### src/rtl/rf_wb_pkg.sv
// Shared types and constants for the register-file write-back arbiter.
// Latency: n/a (declarations only).
// Backpressure: n/a.
package rf_wb_pkg;

    localparam int REG_ADDR_W = 5;
    localparam int XLEN       = 32;

    // Write-data source encodings on wb_sel
    localparam logic [1:0] WB_SEL_PC4  = 2'd0;
    localparam logic [1:0] WB_SEL_ALU  = 2'd1;
    localparam logic [1:0] WB_SEL_MEM  = 2'd2;
    localparam logic [1:0] WB_SEL_ZERO = 2'd3;

    typedef enum logic [1:0] {
        IDLE  = 2'd0,
        WAIT  = 2'd1,
        FORCE = 2'd2
    } arb_state_e;

    // One buffered MDU result
    typedef struct packed {
        logic [REG_ADDR_W-1:0] rd;
        logic [XLEN-1:0]       data;
    } wb_ent_t;

    function automatic logic [XLEN-1:0] rd_onehot(input logic [REG_ADDR_W-1:0] rd);
        logic [XLEN-1:0] v;
        v     = '0;
        v[rd] = 1'b1;
        return v;
    endfunction

endpackage

### src/rtl/wb_pend_fifo.sv
// Register FIFO holding MDU results (rd + data) awaiting a register-file write slot.
// Latency: a pushed entry appears at the head/valid outputs the cycle after the push edge.
// Backpressure: push is ignored when full, pop is ignored when empty; caller gates with full/empty.
//
// Ports: clk/rstn, push + push_ent, pop, head entry, count/full/empty,
//        per-entry valid and rd for the pending-register mask decode.
module wb_pend_fifo
    import rf_wb_pkg::*;
#(
    parameter int DEPTH = 2
) (
    input  logic                                clk,
    input  logic                                rstn,
    input  logic                                push,
    input  wb_ent_t                             push_ent,
    input  logic                                pop,
    output wb_ent_t                             head,
    output logic [$clog2(DEPTH):0]              count,
    output logic                                full,
    output logic                                empty,
    output logic [DEPTH-1:0]                    ent_vld,
    output logic [DEPTH-1:0][REG_ADDR_W-1:0]    ent_rd
);

    localparam int AW = $clog2(DEPTH);
    localparam int CW = AW + 1;

    wb_ent_t [DEPTH-1:0] mem_q, mem_d;
    logic    [DEPTH-1:0] vld_q, vld_d;
    logic    [AW-1:0]    wr_ptr_q, wr_ptr_d;
    logic    [AW-1:0]    rd_ptr_q, rd_ptr_d;
    logic    [CW-1:0]    count_q, count_d;

    logic push_ok;
    logic pop_ok;

    assign full    = (count_q == CW'(DEPTH));
    assign empty   = (count_q == '0);
    assign push_ok = push & ~full;
    assign pop_ok  = pop & ~empty;

    always_comb begin
        mem_d    = mem_q;
        vld_d    = vld_q;
        wr_ptr_d = wr_ptr_q;
        rd_ptr_d = rd_ptr_q;
        count_d  = count_q + CW'(push_ok) - CW'(pop_ok);
        // Push and pop never touch the same slot: a pop needs a live entry,
        // a push needs a free one, so the pointers differ whenever both fire.
        if (push_ok) begin
            mem_d[wr_ptr_q] = push_ent;
            vld_d[wr_ptr_q] = 1'b1;
            wr_ptr_d        = wr_ptr_q + 1'b1;   // wraps naturally, DEPTH is a power of two
        end
        if (pop_ok) begin
            vld_d[rd_ptr_q] = 1'b0;
            rd_ptr_d        = rd_ptr_q + 1'b1;
        end
    end

    always_ff @(posedge clk or negedge rstn) begin
        if (!rstn) begin
            mem_q    <= '0;
            vld_q    <= '0;
            wr_ptr_q <= '0;
            rd_ptr_q <= '0;
            count_q  <= '0;
        end else begin
            mem_q    <= mem_d;
            vld_q    <= vld_d;
            wr_ptr_q <= wr_ptr_d;
            rd_ptr_q <= rd_ptr_d;
            count_q  <= count_d;
        end
    end

    always_comb begin
        for (int i = 0; i < DEPTH; i++) begin
            ent_rd[i] = mem_q[i].rd;
        end
    end

    assign head    = mem_q[rd_ptr_q];
    assign count   = count_q;
    assign ent_vld = vld_q;

endmodule

### src/rtl/rf_wb_arbiter.sv
// Arbitrates the single register-file write port between the pipeline WB stage and buffered MDU results.
// Latency: pipeline write is combinational (0 cycles); an MDU result is written no earlier than 1 cycle after enqueue.
// Backpressure: mdu_ready drops when the buffer is full; after STARVE_LIMIT blocked cycles stall_o freezes the pipeline for one cycle.
//
// Ports: clk/rstn; pipeline WB request (wb_en, wb_rd, wb_sel) with its three data sources;
//        MDU valid/ready result channel (mdu_rd, mdu_data); stall_o to the pipeline;
//        rf_we/rf_wa/rf_wd to the register file; pend_mask to the hazard unit.
module rf_wb_arbiter
    import rf_wb_pkg::*;
#(
    parameter int DEPTH        = 2,
    parameter int STARVE_LIMIT = 4
) (
    input  logic                  clk,
    input  logic                  rstn,
    input  logic                  wb_en,
    input  logic [REG_ADDR_W-1:0] wb_rd,
    input  logic [1:0]            wb_sel,
    input  logic [XLEN-1:0]       pc_add4,
    input  logic [XLEN-1:0]       alu_res,
    input  logic [XLEN-1:0]       dmem_rdata,
    input  logic                  mdu_valid,
    input  logic [REG_ADDR_W-1:0] mdu_rd,
    input  logic [XLEN-1:0]       mdu_data,
    output logic                  mdu_ready,
    output logic                  stall_o,
    output logic                  rf_we,
    output logic [REG_ADDR_W-1:0] rf_wa,
    output logic [XLEN-1:0]       rf_wd,
    output logic [XLEN-1:0]       pend_mask
);

    localparam int CW = $clog2(DEPTH) + 1;

    arb_state_e state_q, state_d;
    logic [3:0] starve_q, starve_d;

    wb_ent_t                          push_ent;
    wb_ent_t                          head;
    logic [CW-1:0]                    fifo_count;
    logic                             fifo_full;
    logic                             fifo_empty;
    logic [DEPTH-1:0]                 ent_vld;
    logic [DEPTH-1:0][REG_ADDR_W-1:0] ent_rd;

    logic            push;
    logic            pop;
    logic            slot_free;
    logic [CW-1:0]   count_after_pop;
    logic [XLEN-1:0] wb_data;

    // A zero-rd MDU result completes its handshake but is dropped here.
    assign mdu_ready = ~fifo_full;
    assign push      = mdu_valid & mdu_ready & (mdu_rd != '0);
    assign push_ent  = '{rd: mdu_rd, data: mdu_data};

    // Writes to x0 never reach the register file, so they leave the slot free.
    assign slot_free = ~wb_en | (wb_rd == '0);

    // FORCE drains unconditionally; WAIT drains only into a free slot.
    assign pop = ~fifo_empty & ((state_q == FORCE) | ((state_q == WAIT) & slot_free));

    // Occupancy once the current pop and push both land; only meaningful when pop = 1.
    assign count_after_pop = fifo_count - CW'(1) + CW'(push);

    wb_pend_fifo #(
        .DEPTH (DEPTH)
    ) u_fifo (
        .clk      (clk),
        .rstn     (rstn),
        .push     (push),
        .push_ent (push_ent),
        .pop      (pop),
        .head     (head),
        .count    (fifo_count),
        .full     (fifo_full),
        .empty    (fifo_empty),
        .ent_vld  (ent_vld),
        .ent_rd   (ent_rd)
    );

    // State register
    always_ff @(posedge clk or negedge rstn) begin
        if (!rstn) begin
            state_q  <= IDLE;
            starve_q <= '0;
        end else begin
            state_q  <= state_d;
            starve_q <= starve_d;
        end
    end

    // Next-state logic
    always_comb begin
        state_d  = state_q;
        starve_d = starve_q;
        case (state_q)
            IDLE: begin
                starve_d = '0;
                if (push) begin
                    state_d = WAIT;
                end
            end
            WAIT: begin
                if (pop) begin
                    starve_d = '0;
                    if (count_after_pop == '0) begin
                        state_d = IDLE;
                    end
                end else begin
                    starve_d = starve_q + 4'd1;
                    if (starve_d >= 4'(STARVE_LIMIT)) begin
                        state_d = FORCE;
                    end
                end
            end
            FORCE: begin
                starve_d = '0;
                state_d  = (count_after_pop == '0) ? IDLE : WAIT;
            end
            default: begin
                state_d  = IDLE;
                starve_d = '0;
            end
        endcase
    end

    // Pipeline write-data source select
    always_comb begin
        case (wb_sel)
            WB_SEL_PC4:  wb_data = pc_add4;
            WB_SEL_ALU:  wb_data = alu_res;
            WB_SEL_MEM:  wb_data = dmem_rdata;
            default:     wb_data = '0;
        endcase
    end

    // Output logic. rstn gates rf_we directly so the pipeline cannot write
    // while reset is held, independent of any clock edge.
    always_comb begin
        rf_we   = 1'b0;
        rf_wa   = '0;
        rf_wd   = '0;
        stall_o = (state_q == FORCE);
        if (rstn) begin
            if (pop) begin
                rf_we = 1'b1;
                rf_wa = head.rd;
                rf_wd = head.data;
            end else if (!slot_free) begin
                rf_we = 1'b1;
                rf_wa = wb_rd;
                rf_wd = wb_data;
            end
        end
    end

    // Pending-destination mask: a bit stays set while any live entry targets it,
    // so duplicate rd entries keep it high until the last one drains.
    always_comb begin
        pend_mask = '0;
        for (int i = 0; i < DEPTH; i++) begin
            if (ent_vld[i]) begin
                pend_mask = pend_mask | rd_onehot(ent_rd[i]);
            end
        end
        pend_mask[0] = 1'b0;
    end

endmodule
### config.mk
export PLATFORM = sky130hd
export DESIGN_NAME = rf_wb_arbiter
export DESIGN_NICKNAME = d
export VERILOG_FILES = /design/src/rtl/rf_wb_pkg.sv /design/src/rtl/wb_pend_fifo.sv /design/src/rtl/rf_wb_arbiter.sv
export SDC_FILE = /design/constraint.sdc
export NUM_CORES = 1
export LEC_CHECK = 0
export BUFFER_PORTS_ARGS = -buffer_cell sky130_fd_sc_hd__buf_2
export CELL_PAD_IN_SITES_DETAIL_PLACEMENT = 0
export CELL_PAD_IN_SITES_GLOBAL_PLACEMENT = 1
export CORE_MARGIN = 3
export CORE_UTILIZATION = 42
export CTS_BUF_LIST = sky130_fd_sc_hd__clkbuf_8
export DETAILED_ROUTE_END_ITERATION = 8
export PLACE_DENSITY_LB_ADDON = 0.1
export SLEW_MARGIN = 0
export SYNTH_ARGS = -nofsm -noshare
export SYNTH_HDL_FRONTEND = slang
export SYNTH_HIERARCHICAL = 1
export SYNTH_SLANG_ARGS = --single-unit
### constraint.sdc
create_clock -name clk -period 6.5 [get_ports clk]
set_input_delay 0.325 -clock clk [delete_from_list [all_inputs] [get_ports clk]]
set_output_delay 0.325 -clock clk [all_outputs]
set_load 0.005 [all_outputs]
After elaboration in Yosys (flattened, before gate mapping)
Index checks and enable logic that the tools add are counted.
Storage, ports and cells
  bits in registers: 86
  input bits: 144
  output and inout bits: 72
  logic and storage cells: 95
Cells by class
  add/subtract/negate cells: 7
  magnitude comparators: 9
  eq/ne operators: 8
  muxes and demuxes: 35
  bitwise logic cells: 15
  reduce and logical (&&, ||, !) cells: 11
Operators with widths (number)
  32-bit 2-to-1 mux: 5
  37-bit 2-to-1 mux: 3
  32-bit case mux with 3 select lines: 1
  74-bit bitwise mux: 1
  37-bit demux with 1-bit select: 1
  32-bit OR: 1
  5-bit 2-to-1 mux: 3
  5-bit by 6-bit less-than comparator with 1-bit output (second input constant): 2
  2-bit 2-to-1 mux: 6
  1-bit demux with 5-bit select: 2
  5-bit by 1-bit >= comparator with 1-bit output (second input constant): 2
  2-bit zero test: 4
  1-bit 2-to-1 mux: 8
  4-bit 2-to-1 mux: 2
  1-bit AND: 6
  2-bit equality test (second input constant): 3
  2-bit case mux with 3 select lines: 1
  5-bit zero test: 1
  5-bit nonzero test: 1
  2-bit by 1-bit adder with 2-bit output: 2
  4-bit by 1-bit adder with 4-bit output (second input constant): 1
  2-bit by 1-bit equality test with 1-bit output (second input constant): 2
  4-bit by 3-bit >= comparator with 1-bit output (second input constant): 1
  1-bit logical AND: 4
  15 further kinds: 22

Logic depth before layout (Yosys ltp)
  word-level depth: 9
  mapped depth: 10
  depth with buffers taken out: 10

Modules after synthesis
The synthesis kept the hierarchy.
Modules (own cells, without submodules)
  wb_pend_fifo: times used 1, cells each 230, area an instance 3718.6 µm², seq. area each 2001.9 µm²
  rf_wb_arbiter: times used 1, cells each 291, area an instance 2087.0 µm², seq. area each 150.1 µm²

Least setup slack after synthesis
No wires, ideal clock.
  path kind: input-to-reg
  start point: in wb_rd[0]
  end point: reg u_fifo.count_q[1] (netlist: u_fifo/count[1])
  setup time: 0.080 ns
  data arrival time: 2.154 ns
  data required time: 6.420 ns
  slack: 4.266 ns
  stages on the path: 10
  path buffers: 0
  path through: or3_4 o311a_4 a211oi_1 o21ai_0 inv_1 ha_1 inv_1 ha_1 xnor2_1 xnor2_1
Between the ends
  longest elaborated chain between the ends: 7
Ends and longest elaborated chain
  start: declaration: line rf_wb_arbiter.sv:17  | input logic [REG_ADDR_W-1:0] wb_rd,
  5-bit zero test: line rf_wb_arbiter.sv:58  | assign slot_free = ~wb_en | (wb_rd == '0);
  1-bit OR: line rf_wb_arbiter.sv:58
  1-bit AND: line rf_wb_arbiter.sv:61  | assign pop = ~fifo_empty & ((state_q == FORCE) | ((state_q == WAIT) & slot_free));
  1-bit OR: line rf_wb_arbiter.sv:61
  1-bit AND: line rf_wb_arbiter.sv:61
  named net pop: line rf_wb_arbiter.sv:47  | logic pop;
  1-bit AND: line wb_pend_fifo.sv:40  | assign pop_ok = pop & ~empty;
  2-bit by 1-bit subtractor with 2-bit output: line wb_pend_fifo.sv:47  | count_d = count_q + CW'(push_ok) - CW'(pop_ok);
  named net u_fifo.count_d[1]: line wb_pend_fifo.sv:32  | logic [CW-1:0] count_q, count_d;
  end signal: assignment: line wb_pend_fifo.sv:73  | count_q <= count_d;
  end: declaration: line wb_pend_fifo.sv:32
The timed path passes the listed nets, and every way through them passes these cells.
A chain may end at the register's enable or synchronous reset.

Final worst setup path
  start point: reg u_fifo.count_q[1] (netlist: u_fifo/count[1])
  end point: out rf_wd[22]
Between the ends
  longest elaborated chain between the ends: 5
Ends and longest elaborated chain
  2-bit zero test: line wb_pend_fifo.sv:38  | assign empty = (count_q == '0);
  named net fifo_empty: line rf_wb_arbiter.sv:42  | logic fifo_empty;
  1-bit inverter: line rf_wb_arbiter.sv:61
  1-bit AND: line rf_wb_arbiter.sv:61
  32-bit 2-to-1 mux: line rf_wb_arbiter.sv:146  | if (pop) begin
  32-bit 2-to-1 mux: line rf_wb_arbiter.sv:145  | if (rstn) begin
  end: declaration: line rf_wb_arbiter.sv:29  | output logic [XLEN-1:0] rf_wd,
The timed path passes the listed nets, and every way through them passes these cells.

==> Implementation_results.wiki <==
{| class="wikitable"
! Metric !! Value
|-
| Result of the run || complete, no violations
|-
| Final setup violation count || 0
|-
| Post-synth top area share || 37.07%
|-
| Leak || 0.003379 uW
|-
| Avg WL per Cell || 18.12 um
|-
| Clock edge transition at the registers on the reported setup and hold paths || approximately 90 ps
|-
| Overall via count from detail_route || about 4,900
|-
| Post-synthesis instance area || 0.005806 mm^2
|-
| Skew-Pair Late Insertion Delay || 360 ps
|-
| Final Cycle Share || 48.18%
|-
| Number of nets at the end of the flow || 855
|-
| N_diodes || 0
|-
| Met1 wire length || 6892 um
|-
| Number of top-level design ports || 216
|-
| Initial core utilization || 43.32%
|-
| Setup CP Type || flip-flop to output pin
|-
| Remaining DRCs || 0
|-
| Length of routed met3 wiring || ~1100 um
|-
| Cells after Synth || 521
|-
| Initial antenna violation count || 1
|-
| CP required || 6170 ps
|-
| # Post-CTS Setup Buffers || 0
|-
| PortBufs || 214
|-
| Total nets after synthesis || 669
|-
| CTS Buf Count || 9
|-
| Wire length of the first global-routing pass || roughly 25,000 um
|-
| Worst Hold Class || primary input to flip-flop
|-
| Via count of the first global-routing pass || 4,908
|-
| Power Density || 404.9 mW/mm^2
|-
| Hold buffer count at cts || 1
|-
| Headroom to the max-slew limit || between 30% and 40%
|-
| Standard-cell row count || 42
|-
| Highest metal layer used by the detailed router || met5
|-
| Final Wtd Congestion || 0.8209
|-
| Type of element launching the critical path || flip-flop
|-
| Die Ht || roughly 120 um
|-
| Post-DRT Antenna Nets || 0
|-
| Yosys reg bits || 86
|-
| Final hold violations || 0
|-
| Place WS || 3784 ps
|-
| Distinct cell type count after synthesis || 51
|-
| Post-layout minimum cycle time || 3131 ps
|-
| Gates resized, CTS repair || 0
|-
| Achievable Freq || ~0.32 GHz
|-
| Cell count of the worst reg-to-reg path || 10
|-
| Main flop type after synthesis || sky130_fd_sc_hd__dfrtp_1
|-
| Total negative slack || 0 ps
|-
| Fraction of layout cells with a size suffix above 1 || between 50% and 60%
|-
| Top post-synthesis cells by area || sky130_fd_sc_hd__dfrtp_1 (37%), sky130_fd_sc_hd__mux2_2 (14%), sky130_fd_sc_hd__mux2_4 (9.8%), sky130_fd_sc_hd__mux2i_1 (5.5%), sky130_fd_sc_hd__a22o_2 (5.2%)
|-
| Met2 WL post-DR || 7901 um
|-
| CTS max path bufs || 2
|-
| Synth async-reset ratio || between 90% and 100%
|-
| Max FO, Critical Path || 32
|-
| First-pass iteration count of the detailed router || 4
|-
| Cell taking the most area after synthesis || sky130_fd_sc_hd__dfrtp_1
|-
| Largest clock skew in the final design || between 10 and 15 ps
|-
| Horiz. Die Dim || about 120 um
|-
| Count of maximum capacitance violations || 0
|-
| Die area || 0.01527 mm^2
|-
| Max H-tree Level || 3
|-
| GRT Total Usage || between 20% and 30%
|-
| Post-Route WL || 16,090 um
|-
| Post-synth EDFFs || 0
|-
| Area growth from synthesis to layout || 21.34%
|-
| DRC violation total after the first TritonRoute iteration || around 220
|-
| Pins over their slew limit || 0
|-
| Final Worst Setup Slack || 3369 ps
|-
| Measured slew at the worst slew-check pin || 1037 ps
|-
| Num Clock Sinks || 86
|-
| Sum of net half-perimeters after detailed placement || 11,600 um
|-
| Highest ir drop seen on vdd || 183.5 uV
|-
| Unrepaired setup endpoints after global routing || false
|-
| Final global-route overflow total || 0
|-
| CP Capture Type || output pin
|-
| Arrival @ worst endpoint || 2810 ps
|-
| Clk Tree Root Cell || sky130_fd_sc_hd__clkbuf_8
|-
| Post-synthesis average cell area || 11.14 um^2
|-
| Part of the Yosys area used for sequential elements || between 30% and 40%
|-
| Largest net degree at the start of global routing || 50
|-
| Number of synthesis warnings || 6
|-
| Clock tree from TritonCTS || built
|-
| Min-Delay Path Depth || 2
|-
| Detail-routed via count per cell || 5.468
|-
| Core Footprint || about 0.013 mm^2
|}
flip-flops by register name, indices dropped and copies added, names as in the netlist:
signal           cells
u_fifo/ent_rd       10
starve_q             4
u_fifo/ent_vld       2
u_fifo/wr_ptr_q      1
state_q              2
u_fifo/mem_q        64
u_fifo/count         2
u_fifo/rd_ptr_q      1
metrics by stage:
stage	total power, uW	hold WS [ps]	area [um^2]	util [%]	instances
after detailed placement	2469	358.9	6827	50.94	871
after CTS	2871	185.7	7044	52.57	888
after global placement	2425	349.4	6827	50.94	871
final	2852	207.5	7044	52.57	888
after global routing	3060	177.1	7044	52.57	888
after floorplan	2144	29.41	5806	-	521
cells by family (layout without fill, tap and decap cells):
kind of cell	Yosys count	count (layout)	share of synthesized area (%)
AO/OA/AOI/OAI	124	124	15.99
XOR/XNOR	7	7	1.056
adder cells (fa/ha/maj)	4	4	0.8621
buffers and inverters	52	243	5.905
flip-flops	86	86	37.07
multiplexers	143	143	29.50
other	1	1	0.06459
AND/OR/NAND/NOR	104	104	9.548
synthesized netlist by cell type, types with 7 or more instances:
master,number
sky130_fd_sc_hd__buf_4,12
sky130_fd_sc_hd__o21ai_0,37
sky130_fd_sc_hd__o22ai_1,32
sky130_fd_sc_hd__a22o_2,30
sky130_fd_sc_hd__mux2_4,38
sky130_fd_sc_hd__mux2i_1,32
sky130_fd_sc_hd__nor3_1,13
sky130_fd_sc_hd__mux2_2,73
sky130_fd_sc_hd__nor2_1,11
sky130_fd_sc_hd__buf_6,8
sky130_fd_sc_hd__nand2_1,38
sky130_fd_sc_hd__nand3b_1,11
sky130_fd_sc_hd__inv_1,7
sky130_fd_sc_hd__dfrtp_1,86
sky130_fd_sc_hd__clkbuf_1,17
sky130_fd_sc_hd__nand3_1,8
layout by cell type, fill, tap and decap left out, drive strengths merged, types with 8 or more instances in the layout:
master    n
buf     218
nor2     11
o22ai    32
clkbuf   10
inv      11
dfrtp    86
mux2    111
nand3     8
nor3     13
nand2    38
nand3b   11
o21ai    37
a22o     33
mux2i    32
layer usage:
metal  vias up  global-route usage (%)
met5         -                       0
met4         2                   4.983
met3        16                   5.313
met2       201                   35.34
met1      2331                   26.22
li1       2306                       -
layout make-up:
cell class                 instances  area, um^2
clock buffer                      10       137.6
clock inverter                     6       70.07
fill                            1280        6356
inverter                           8       30.03
multi-input combinational        383        3319
sequential                        86        2153
tap                              176       220.2
timing repair buffer             219        1114
report_power, final:
part | switching, uW | internal (uW)
Combinational | 579 | 813
Sequential | 266 | 803
Clock | 200 | 192
Total | 1040 | 1810
critical path, cell delays in order (launching register included):
cell	delay [ps]
sky130_fd_sc_hd__dfrtp_1	440
sky130_fd_sc_hd__nor2_1	670
sky130_fd_sc_hd__o211a_1	280
sky130_fd_sc_hd__o31a_2	670
sky130_fd_sc_hd__a22o_2	250
sky130_fd_sc_hd__buf_2	110
final timing paths:
kind                             startpoint          endpoint  slack, ps
max                         u_fifo/count[1]         rf_wd[22]       3370
min                             mdu_data[7]   u_fifo/mem_q[7]        210
max reg2reg                      state_q[0]   u_fifo/count[1]       3990
min reg2reg                u_fifo/mem_q[42]  u_fifo/mem_q[42]        510
max in group asynchronous              rstn   u_fifo/rd_ptr_q       4950
min in group asynchronous              rstn       starve_q[0]        510
Note: power is estimated with default switching activity, not from simulation.
